`src/rtl/calc_pkg.sv`:
```
// Shared definitions for the keypad calculator sequencer: key codes, opcodes,
// FSM state encoding and the key classification helper.
package calc_pkg;

    localparam logic [7:0] KEY_0    = 8'h14;
    localparam logic [7:0] KEY_1    = 8'h88;
    localparam logic [7:0] KEY_2    = 8'h84;
    localparam logic [7:0] KEY_3    = 8'h82;
    localparam logic [7:0] KEY_4    = 8'h48;
    localparam logic [7:0] KEY_5    = 8'h44;
    localparam logic [7:0] KEY_6    = 8'h42;
    localparam logic [7:0] KEY_7    = 8'h28;
    localparam logic [7:0] KEY_8    = 8'h24;
    localparam logic [7:0] KEY_9    = 8'h22;
    localparam logic [7:0] KEY_A    = 8'h81;
    localparam logic [7:0] KEY_B    = 8'h41;
    localparam logic [7:0] KEY_C    = 8'h21;
    localparam logic [7:0] KEY_D    = 8'h11;
    localparam logic [7:0] KEY_STAR = 8'h18;
    localparam logic [7:0] KEY_HASH = 8'h12;

    localparam logic [5:0] OP_ADD = 6'b000010;
    localparam logic [5:0] OP_SUB = 6'b010011;
    localparam logic [5:0] OP_OR  = 6'b010101;
    localparam logic [5:0] OP_AND = 6'b000000;

    typedef enum logic [2:0] {
        ST_ENTER_X   = 3'd0,
        ST_WAIT_OP   = 3'd1,
        ST_WAIT_STAR = 3'd2,
        ST_ENTER_Y   = 3'd3,
        ST_EXEC      = 3'd4,
        ST_WAIT_DONE = 3'd5,
        ST_SHOW      = 3'd6
    } state_t;

    typedef enum logic [2:0] {
        KC_NONE  = 3'd0,
        KC_DIGIT = 3'd1,
        KC_OPER  = 3'd2,
        KC_STAR  = 3'd3,
        KC_HASH  = 3'd4
    } key_class_t;

    typedef struct packed {
        key_class_t  cls;
        logic [3:0]  digit;
        logic [5:0]  opcode;
    } key_dec_t;

    function automatic key_dec_t decode_key(input logic [7:0] code);
        key_dec_t d;
        d.cls    = KC_NONE;
        d.digit  = 4'd0;
        d.opcode = 6'd0;
        case (code)
            KEY_0:    begin d.cls = KC_DIGIT; d.digit = 4'd0; end
            KEY_1:    begin d.cls = KC_DIGIT; d.digit = 4'd1; end
            KEY_2:    begin d.cls = KC_DIGIT; d.digit = 4'd2; end
            KEY_3:    begin d.cls = KC_DIGIT; d.digit = 4'd3; end
            KEY_4:    begin d.cls = KC_DIGIT; d.digit = 4'd4; end
            KEY_5:    begin d.cls = KC_DIGIT; d.digit = 4'd5; end
            KEY_6:    begin d.cls = KC_DIGIT; d.digit = 4'd6; end
            KEY_7:    begin d.cls = KC_DIGIT; d.digit = 4'd7; end
            KEY_8:    begin d.cls = KC_DIGIT; d.digit = 4'd8; end
            KEY_9:    begin d.cls = KC_DIGIT; d.digit = 4'd9; end
            KEY_A:    begin d.cls = KC_OPER;  d.opcode = OP_ADD; end
            KEY_B:    begin d.cls = KC_OPER;  d.opcode = OP_SUB; end
            KEY_C:    begin d.cls = KC_OPER;  d.opcode = OP_OR;  end
            KEY_D:    begin d.cls = KC_OPER;  d.opcode = OP_AND; end
            KEY_STAR: d.cls = KC_STAR;
            KEY_HASH: d.cls = KC_HASH;
            default:  d.cls = KC_NONE;
        endcase
        return d;
    endfunction

endpackage

```
`src/rtl/key_debounce.sv`:
```
// Keypad synchroniser and debouncer: one event per stable press, re-armed
// only after the idle code has itself been stable for DEB_CYC cycles.
module key_debounce #(
    parameter int DEB_CYC = 500000
) (
    input  logic       i_clk,
    input  logic       i_rst_n,
    input  logic [7:0] i_keypad,
    output logic       o_key_evt,
    output logic [7:0] o_key_code
);

    localparam int CNT_W = $clog2(DEB_CYC + 1);
    localparam logic [CNT_W-1:0] RELOAD = CNT_W'(DEB_CYC - 1);

    logic [7:0]       r_sync1;
    logic [7:0]       r_sync2;
    logic [7:0]       r_code;
    logic [CNT_W-1:0] r_cnt;
    logic             r_done;
    logic             r_armed;
    logic             r_evt;

    // r_code resets to a sentinel so the first synchronised value always
    // restarts the count; a key held through reset therefore never fires.
    always_ff @(posedge i_clk or negedge i_rst_n) begin
        if (!i_rst_n) begin
            r_sync1 <= 8'h00;
            r_sync2 <= 8'h00;
            r_code  <= 8'hFF;
            r_cnt   <= '0;
            r_done  <= 1'b1;
            r_armed <= 1'b0;
            r_evt   <= 1'b0;
        end else begin
            r_sync1 <= i_keypad;
            r_sync2 <= r_sync1;
            r_evt   <= 1'b0;
            if (r_sync2 != r_code) begin
                r_code <= r_sync2;
                r_cnt  <= RELOAD;
                r_done <= 1'b0;
            end else if (!r_done) begin
                if (r_cnt == '0) begin
                    r_done <= 1'b1;
                    if (r_code == 8'h00) begin
                        r_armed <= 1'b1;
                    end else if (r_armed) begin
                        r_evt   <= 1'b1;
                        r_armed <= 1'b0;
                    end
                end else begin
                    r_cnt <= r_cnt - 1'b1;
                end
            end
        end
    end

    assign o_key_evt  = r_evt;
    assign o_key_code = r_code;

endmodule

```
`src/rtl/calc_entry_ctrl.sv`:
```
// Keypad calculator entry sequencer: operand/operator entry, ALU handshake
// with timeout, and result capture for display.
//   state     | meaning
//   ENTER_X   | accumulating operand X digits
//   WAIT_OP   | waiting for operator A-D
//   WAIT_STAR | operator chosen, STAR starts operand Y
//   ENTER_Y   | accumulating operand Y digits
//   EXEC      | one-cycle alu_start
//   WAIT_DONE | waiting for alu_done or timeout
//   SHOW      | displaying result
module calc_entry_ctrl
    import calc_pkg::*;
#(
    parameter int W          = 16,
    parameter int MAX_DIGITS = 4,
    parameter int DEB_CYC    = 500000,
    parameter int ALU_TMO    = 1024
) (
    input  logic         clk,
    input  logic         rst_n,
    input  logic [7:0]   keypad,
    input  logic         alu_done,
    input  logic [W-1:0] alu_result,
    output logic [W-1:0] op_x,
    output logic [W-1:0] op_y,
    output logic [5:0]   alu_op,
    output logic         alu_start,
    output logic [W-1:0] result,
    output logic [W-1:0] disp_val,
    output logic [2:0]   state_o,
    output logic         err
);

    localparam int CW = $clog2(MAX_DIGITS + 1);
    localparam int TW = $clog2(ALU_TMO + 1);
    localparam logic [CW-1:0] MAXC       = CW'(MAX_DIGITS);
    localparam logic [TW-1:0] TMO_RELOAD = TW'(ALU_TMO - 1);

    function automatic logic [W-1:0] acc_digit(input logic [W-1:0] v, input logic [3:0] d);
        logic [W+3:0] t;
        t = (W+4)'(v) * (W+4)'(10) + (W+4)'(d);
        return t[W-1:0];
    endfunction

    logic         w_key_evt;
    logic [7:0]   w_key_code;
    key_dec_t     w_dec;
    key_class_t   w_cls;

    state_t        r_state, w_state_nxt;
    logic [W-1:0]  r_op_x, w_op_x_nxt;
    logic [W-1:0]  r_op_y, w_op_y_nxt;
    logic [CW-1:0] r_x_cnt, w_x_cnt_nxt;
    logic [CW-1:0] r_y_cnt, w_y_cnt_nxt;
    logic [5:0]    r_alu_op, w_alu_op_nxt;
    logic [W-1:0]  r_result, w_result_nxt;
    logic          r_err, w_err_nxt;
    logic [TW-1:0] r_tmo, w_tmo_nxt;
    logic          w_start;

    key_debounce #(.DEB_CYC(DEB_CYC)) u_deb (
        .i_clk      (clk),
        .i_rst_n    (rst_n),
        .i_keypad   (keypad),
        .o_key_evt  (w_key_evt),
        .o_key_code (w_key_code)
    );

    assign w_dec = decode_key(w_key_code);
    assign w_cls = w_key_evt ? w_dec.cls : KC_NONE;

    always_ff @(posedge clk or negedge rst_n) begin
        if (!rst_n) begin
            r_state  <= ST_ENTER_X;
            r_op_x   <= '0;
            r_op_y   <= '0;
            r_x_cnt  <= '0;
            r_y_cnt  <= '0;
            r_alu_op <= '0;
            r_result <= '0;
            r_err    <= 1'b0;
            r_tmo    <= '0;
        end else begin
            r_state  <= w_state_nxt;
            r_op_x   <= w_op_x_nxt;
            r_op_y   <= w_op_y_nxt;
            r_x_cnt  <= w_x_cnt_nxt;
            r_y_cnt  <= w_y_cnt_nxt;
            r_alu_op <= w_alu_op_nxt;
            r_result <= w_result_nxt;
            r_err    <= w_err_nxt;
            r_tmo    <= w_tmo_nxt;
        end
    end

    always_comb begin
        w_state_nxt  = r_state;
        w_op_x_nxt   = r_op_x;
        w_op_y_nxt   = r_op_y;
        w_x_cnt_nxt  = r_x_cnt;
        w_y_cnt_nxt  = r_y_cnt;
        w_alu_op_nxt = r_alu_op;
        w_result_nxt = r_result;
        w_err_nxt    = r_err;
        w_tmo_nxt    = r_tmo;
        w_start      = 1'b0;
        case (r_state)
            ST_ENTER_X: begin
                if (w_cls == KC_DIGIT) begin
                    if (r_x_cnt < MAXC) begin
                        w_op_x_nxt  = acc_digit(r_op_x, w_dec.digit);
                        w_x_cnt_nxt = r_x_cnt + CW'(1);
                    end
                end else if (w_cls == KC_STAR) begin
                    w_op_x_nxt  = '0;
                    w_x_cnt_nxt = '0;
                end else if (w_cls == KC_HASH) begin
                    w_state_nxt = ST_WAIT_OP;
                end
            end
            ST_WAIT_OP: begin
                if (w_cls == KC_OPER) begin
                    w_alu_op_nxt = w_dec.opcode;
                    w_state_nxt  = ST_WAIT_STAR;
                end else if (w_cls == KC_HASH) begin
                    w_state_nxt = ST_ENTER_X;
                end
            end
            ST_WAIT_STAR: begin
                if (w_cls == KC_STAR) begin
                    w_op_y_nxt  = '0;
                    w_y_cnt_nxt = '0;
                    w_state_nxt = ST_ENTER_Y;
                end else if (w_cls == KC_OPER) begin
                    w_alu_op_nxt = w_dec.opcode;
                end
            end
            ST_ENTER_Y: begin
                if (w_cls == KC_DIGIT) begin
                    if (r_y_cnt < MAXC) begin
                        w_op_y_nxt  = acc_digit(r_op_y, w_dec.digit);
                        w_y_cnt_nxt = r_y_cnt + CW'(1);
                    end
                end else if (w_cls == KC_STAR) begin
                    w_op_y_nxt  = '0;
                    w_y_cnt_nxt = '0;
                end else if (w_cls == KC_HASH && r_y_cnt != '0) begin
                    w_state_nxt = ST_EXEC;
                end
            end
            ST_EXEC: begin
                w_start     = 1'b1;
                w_tmo_nxt   = TMO_RELOAD;
                w_state_nxt = ST_WAIT_DONE;
            end
            ST_WAIT_DONE: begin
                // A result arriving on the final timeout cycle still wins.
                if (alu_done) begin
                    w_result_nxt = alu_result;
                    w_state_nxt  = ST_SHOW;
                end else if (r_tmo == '0) begin
                    w_err_nxt   = 1'b1;
                    w_state_nxt = ST_SHOW;
                end else begin
                    w_tmo_nxt = r_tmo - TW'(1);
                end
            end
            ST_SHOW: begin
                if (w_cls == KC_DIGIT) begin
                    w_op_x_nxt  = W'(w_dec.digit);
                    w_x_cnt_nxt = CW'(1);
                    w_op_y_nxt  = '0;
                    w_y_cnt_nxt = '0;
                    w_state_nxt = ST_ENTER_X;
                end else if (w_cls == KC_STAR) begin
                    w_op_x_nxt  = '0;
                    w_x_cnt_nxt = '0;
                    w_op_y_nxt  = '0;
                    w_y_cnt_nxt = '0;
                    w_err_nxt   = 1'b0;
                    w_state_nxt = ST_ENTER_X;
                end else if (w_cls == KC_HASH) begin
                    // Chained result counts as a full operand: no digits append.
                    w_op_x_nxt  = r_result;
                    w_x_cnt_nxt = MAXC;
                    w_state_nxt = ST_WAIT_OP;
                end
            end
            default: w_state_nxt = ST_ENTER_X;
        endcase
    end

    always_comb begin
        disp_val = r_result;
        case (r_state)
            ST_ENTER_X, ST_WAIT_OP:   disp_val = r_op_x;
            ST_WAIT_STAR, ST_ENTER_Y: disp_val = r_op_y;
            default:                  disp_val = r_result;
        endcase
    end

    assign op_x      = r_op_x;
    assign op_y      = r_op_y;
    assign alu_op    = r_alu_op;
    assign alu_start = w_start;
    assign result    = r_result;
    assign state_o   = r_state;
    assign err       = r_err;

endmodule
```
`config.mk`:
```
export PLATFORM = sky130hd
export DESIGN_NAME = calc_entry_ctrl
export DESIGN_NICKNAME = d
export VERILOG_FILES = /design/src/rtl/calc_pkg.sv /design/src/rtl/key_debounce.sv /design/src/rtl/calc_entry_ctrl.sv
export SDC_FILE = /design/constraint.sdc
export NUM_CORES = 1
export LEC_CHECK = 0
export CAP_MARGIN = 15
export CORE_MARGIN = 2
export CORE_UTILIZATION = 40
export DETAILED_ROUTE_END_ITERATION = 8
export RECOVER_POWER = 25
export SLEW_MARGIN = 0
export SYNTH_ARGS = -nofsm -noshare
export SYNTH_HDL_FRONTEND = slang
export SYNTH_SLANG_ARGS = --single-unit
```
`constraint.sdc`:
```
create_clock -name clk -period 3.4 [get_ports clk]
set_input_delay 1.02 -clock clk [delete_from_list [all_inputs] [get_ports clk]]
set_output_delay 1.02 -clock clk [all_outputs]
set_load 0.005 [all_outputs]
```
==> summary.txt <==
Placed design
  • Pre-CTS setup slack: -0.0108 ns
  • RD Place Congestion: 0.891
  • PortBufs: 99
  • DPL Wire Length: 14.0 mm

Yosys
  • Syn_area_per_cell: 9.63 um2
  • Synth area leader: dfrtp_1
  • Post-Syn Area: 7620 um2
  • Asr flop ratio synth: 100%
  • Main synth FF type: dfrtp_1
  • Synth Register Bits: 118
  • Synth Instances: 792
  • Synth top cells by count: dfrtp_1 (109), nor2_1 (71), nand2_1 (67)
  • Top cell type's share of synthesized area: 35.8%
  • Post-synth EDFFs: 0
  • YS warnings: 0
  • Synth top area cells: dfrtp_1 (36%), ha_1 (9.4%), xor2_1 (4.9%)
  • Top-count cell post-synth: dfrtp_1
  • Post-synth cell types: 66
  • Sequential area share after synthesis: 38.9%

STA
  • Least-Margin Pin Slew: 1.26 ns
  • Worst slew margin: 15.9%
  • Unrepaired setup endpoints after global routing: true
  • Final Max Slew Viols: 0
  • Setup TNS: 0 ns
  • Final hold violation count: 0
  • # setup viols final: 0
  • Fin worst setup slack: 0.181 ns
  • Tcrit/Tclk final: 94.7%
  • FMAX: 311 MHz
  • Min Tclk post-route: 3.22 ns
  • Clock skew: 0.00963 ns
  • Hold Slack: 0.346 ns

Pwr
  • Peak VDD IR: 0.488 mV
  • Power density over the cells: 759 nW/um2
  • Comb power frac: 48.6%
  • Internal: 4.60 mW
  • Switching part of the total power: 38.0%
  • Final Power: 7.42 mW
  • Flop pwr share: 26.7%
  • P_sw: 2.82 mW
  • Clk pwr share: 24.8%
  • Leakage power: 4.21 nW

Clock tree
  • Clock Tree Root: clkbuf_16
  • CTS tree: done
  • CTS Buffer Depth: 2
  • Clock-pin slew on the worst setup and hold paths: 0.06 ns
  • H-tree lvl count: 4
  • Clock latency on the worst-skew pair: 0.42 ns
  • Clock sinks: 118
  • Cts bufs inserted: 17

Floorplan
  • Initial core utilization: 40.8%
  • Io pins: 102
  • Std cell rows: 50
  • Die height: 142 um
  • DIE WIDTH: 142 um
  • Core area: 18700 um2
  • Die area: 20200 um2

Drt
  • WL final: 18.8 mm
  • Pre-antenna DRT Iters: 7
  • Vias: 6160
  • Via density: 5.32
  • DRC: 0
  • Initial DRC count: 345
  • Antenna violation net count after detailed routing: 0
  • WL/cell: 16.2 um

Worst setup path
  • Crit end category: flip-flop
  • Critical Path AT: 3.52 ns
  • Kind of critical path: flip-flop to flip-flop
  • Worst EP required: 3.70 ns
  • Worst-path fanout max: 2
  • Startpoint Class: flip-flop

Finish
  • Layout cells sized above 1: 15.8%
  • Final core utilization: 52.2%
  • Fin nets: 999
  • Ant. Diodes: 0
  • Synth-to-Final Area Change: 28.1%

GRT
  • Initial antenna violation count: 0
  • Total congestion overflow: 0
  • Total Routing Usage GR: 19.5%
  • Vias in the first global route: 6055
  • Largest net degree at the start of global routing: 52
  • Global-route wire length before repair: 31.3 mm

Worst hold path
  • Hold crit path type: flip-flop to flip-flop

Flow run
  • Max-Cap Viols: 0

Outcome
  • Status: completed
[cell type report]
| type | instances | area, um2 |
|---|---|---|
| Fill cell | 1712 | 8940 |
| Multi-Input combinational cell | 612 | 4500 |
| Sequential cell | 118 | 2960 |
| Timing Repair Buffer | 142 | 1330 |
| Clock buffer | 17 | 425 |
| Tap cell | 234 | 293 |
| Clock inverter | 15 | 178 |
| Inverter | 20 | 75.1 |
[sequential cells by signal, summed over array words and instances (netlist names)]
register / flops
r_y_cnt: 3
u_deb.r_done: 1
u_deb.r_armed: 1
err: 1
op_x: 16
r_tmo: 11
result: 16
state_o: 3
r_x_cnt: 3
u_deb.r_sync1: 8
u_deb.r_cnt: 19
u_deb.o_key_evt: 1
op_y: 16
u_deb.r_sync2: 8
u_deb.o_key_code: 8
alu_op: 3
[worst max-delay path, cell delays in order (launching register included)]
cell	delay (ns)
dfrtp_1	0.38
ha_1	0.30
ha_1	0.23
fa_2	0.36
a21o_1	0.20
a21o_1	0.21
a2111oi_2	0.30
buf_4	0.17
nor3_1	0.06
a211oi_2	0.25
nand4b_1	0.15
xnor2_1	0.16
xor2_1	0.14
a22o_1	0.19
[metrics by stage]
stage,instances,instance area (um2)
after floorplan,793,7630
after global placement,1125,9040
after detailed placement,1125,9040
after CTS,1157,9650
after global routing,1158,9770
final,1158,9770
[power by group through the flow]
| stage | clock (mW) | sequential, mW | combinational (mW) |
|---|---|---|---|
| after floorplan | 0 | 1.90 | 2.15 |
| after detailed placement | 0 | 1.99 | 3.47 |
| after global placement | 0 | 1.99 | 3.44 |
| after CTS | 1.88 | 1.97 | 3.49 |
| final | 1.84 | 1.98 | 3.60 |
| after global routing | 1.94 | 2.01 | 4.00 |
[cells by family (layout without fill, tap and decap cells)]
group / count (synthesis) / in the layout / synth area share, %
XOR/XNOR: 76 / 76 / 8.73
flip-flops: 118 / 118 / 38.9
AO/OA/AOI/OAI: 182 / 182 / 15.7
AND/OR/NAND/NOR: 251 / 251 / 16.7
adder cells (fa/ha/maj): 61 / 61 / 10.4
buffers and inverters: 63 / 194 / 3.92
multiplexers: 40 / 40 / 5.60
other: 1 / 2 / 0.0492
[layer usage]
layer	vias up	part of all wire (%)	GRT usage, %
met4	0	0.59	4.21
met1	2952	50	28.4
met3	12	3.9	4.07
li1	3094	-	-
met2	102	45	30.1
met5	-	0	0
[path summary, 6_finish.rpt]
| path | depth (start not counted) | end | start | slack [ns] |
|---|---|---|---|---|
| min in group asynchronous | 1 | u_deb.r_sync1[0] | rst_n | 0.87 |
| max in group asynchronous | 2 | result[12] | rst_n | 0.65 |
| worst max-delay path | 13 | op_y[15] | op_y[1] | 0.18 |
| worst min-delay path | 0 | u_deb.r_sync2[1] | u_deb.r_sync1[1] | 0.35 |
| worst min register to register | 0 | u_deb.r_sync2[1] | u_deb.r_sync1[1] | 0.35 |
| worst max register to register | 13 | op_y[15] | op_y[1] | 0.18 |
[what timing repair did]
| item | in CTS | in global routing |
|---|---|---|
| gates resized for setup | 3 | 25 |
| buffers inserted | 0 | 1 |
| pin swaps | 0 | 7 |
| hold buffers | 0 | 0 |
| endpoints found under the setup margin | 2 | 8 |
[placed cells by master, fill, tap and decap left out, types with 6 or more instances in the layout]
master and n:
a211oi_1 6, a21o_1 10, a21oi_1 47, a22o_1 17, a22oi_1 13, a31oi_1 7, and3_1 8, buf_4 40
clkbuf_16 17, clkdlybuf4s50_1 90, dfrtp_1 109, dfstp_2 9, dlygate4sd3_1 8, ha_1 57, inv_1 20, mux2_2 21
mux2i_1 19, nand2_1 67, nand3_1 19, nor2_1 69, nor3_1 21, nor4_1 12, o21ai_0 41, or3_1 6
xnor2_1 31, xor2_1 40
(Power assumes the default switching activity.)
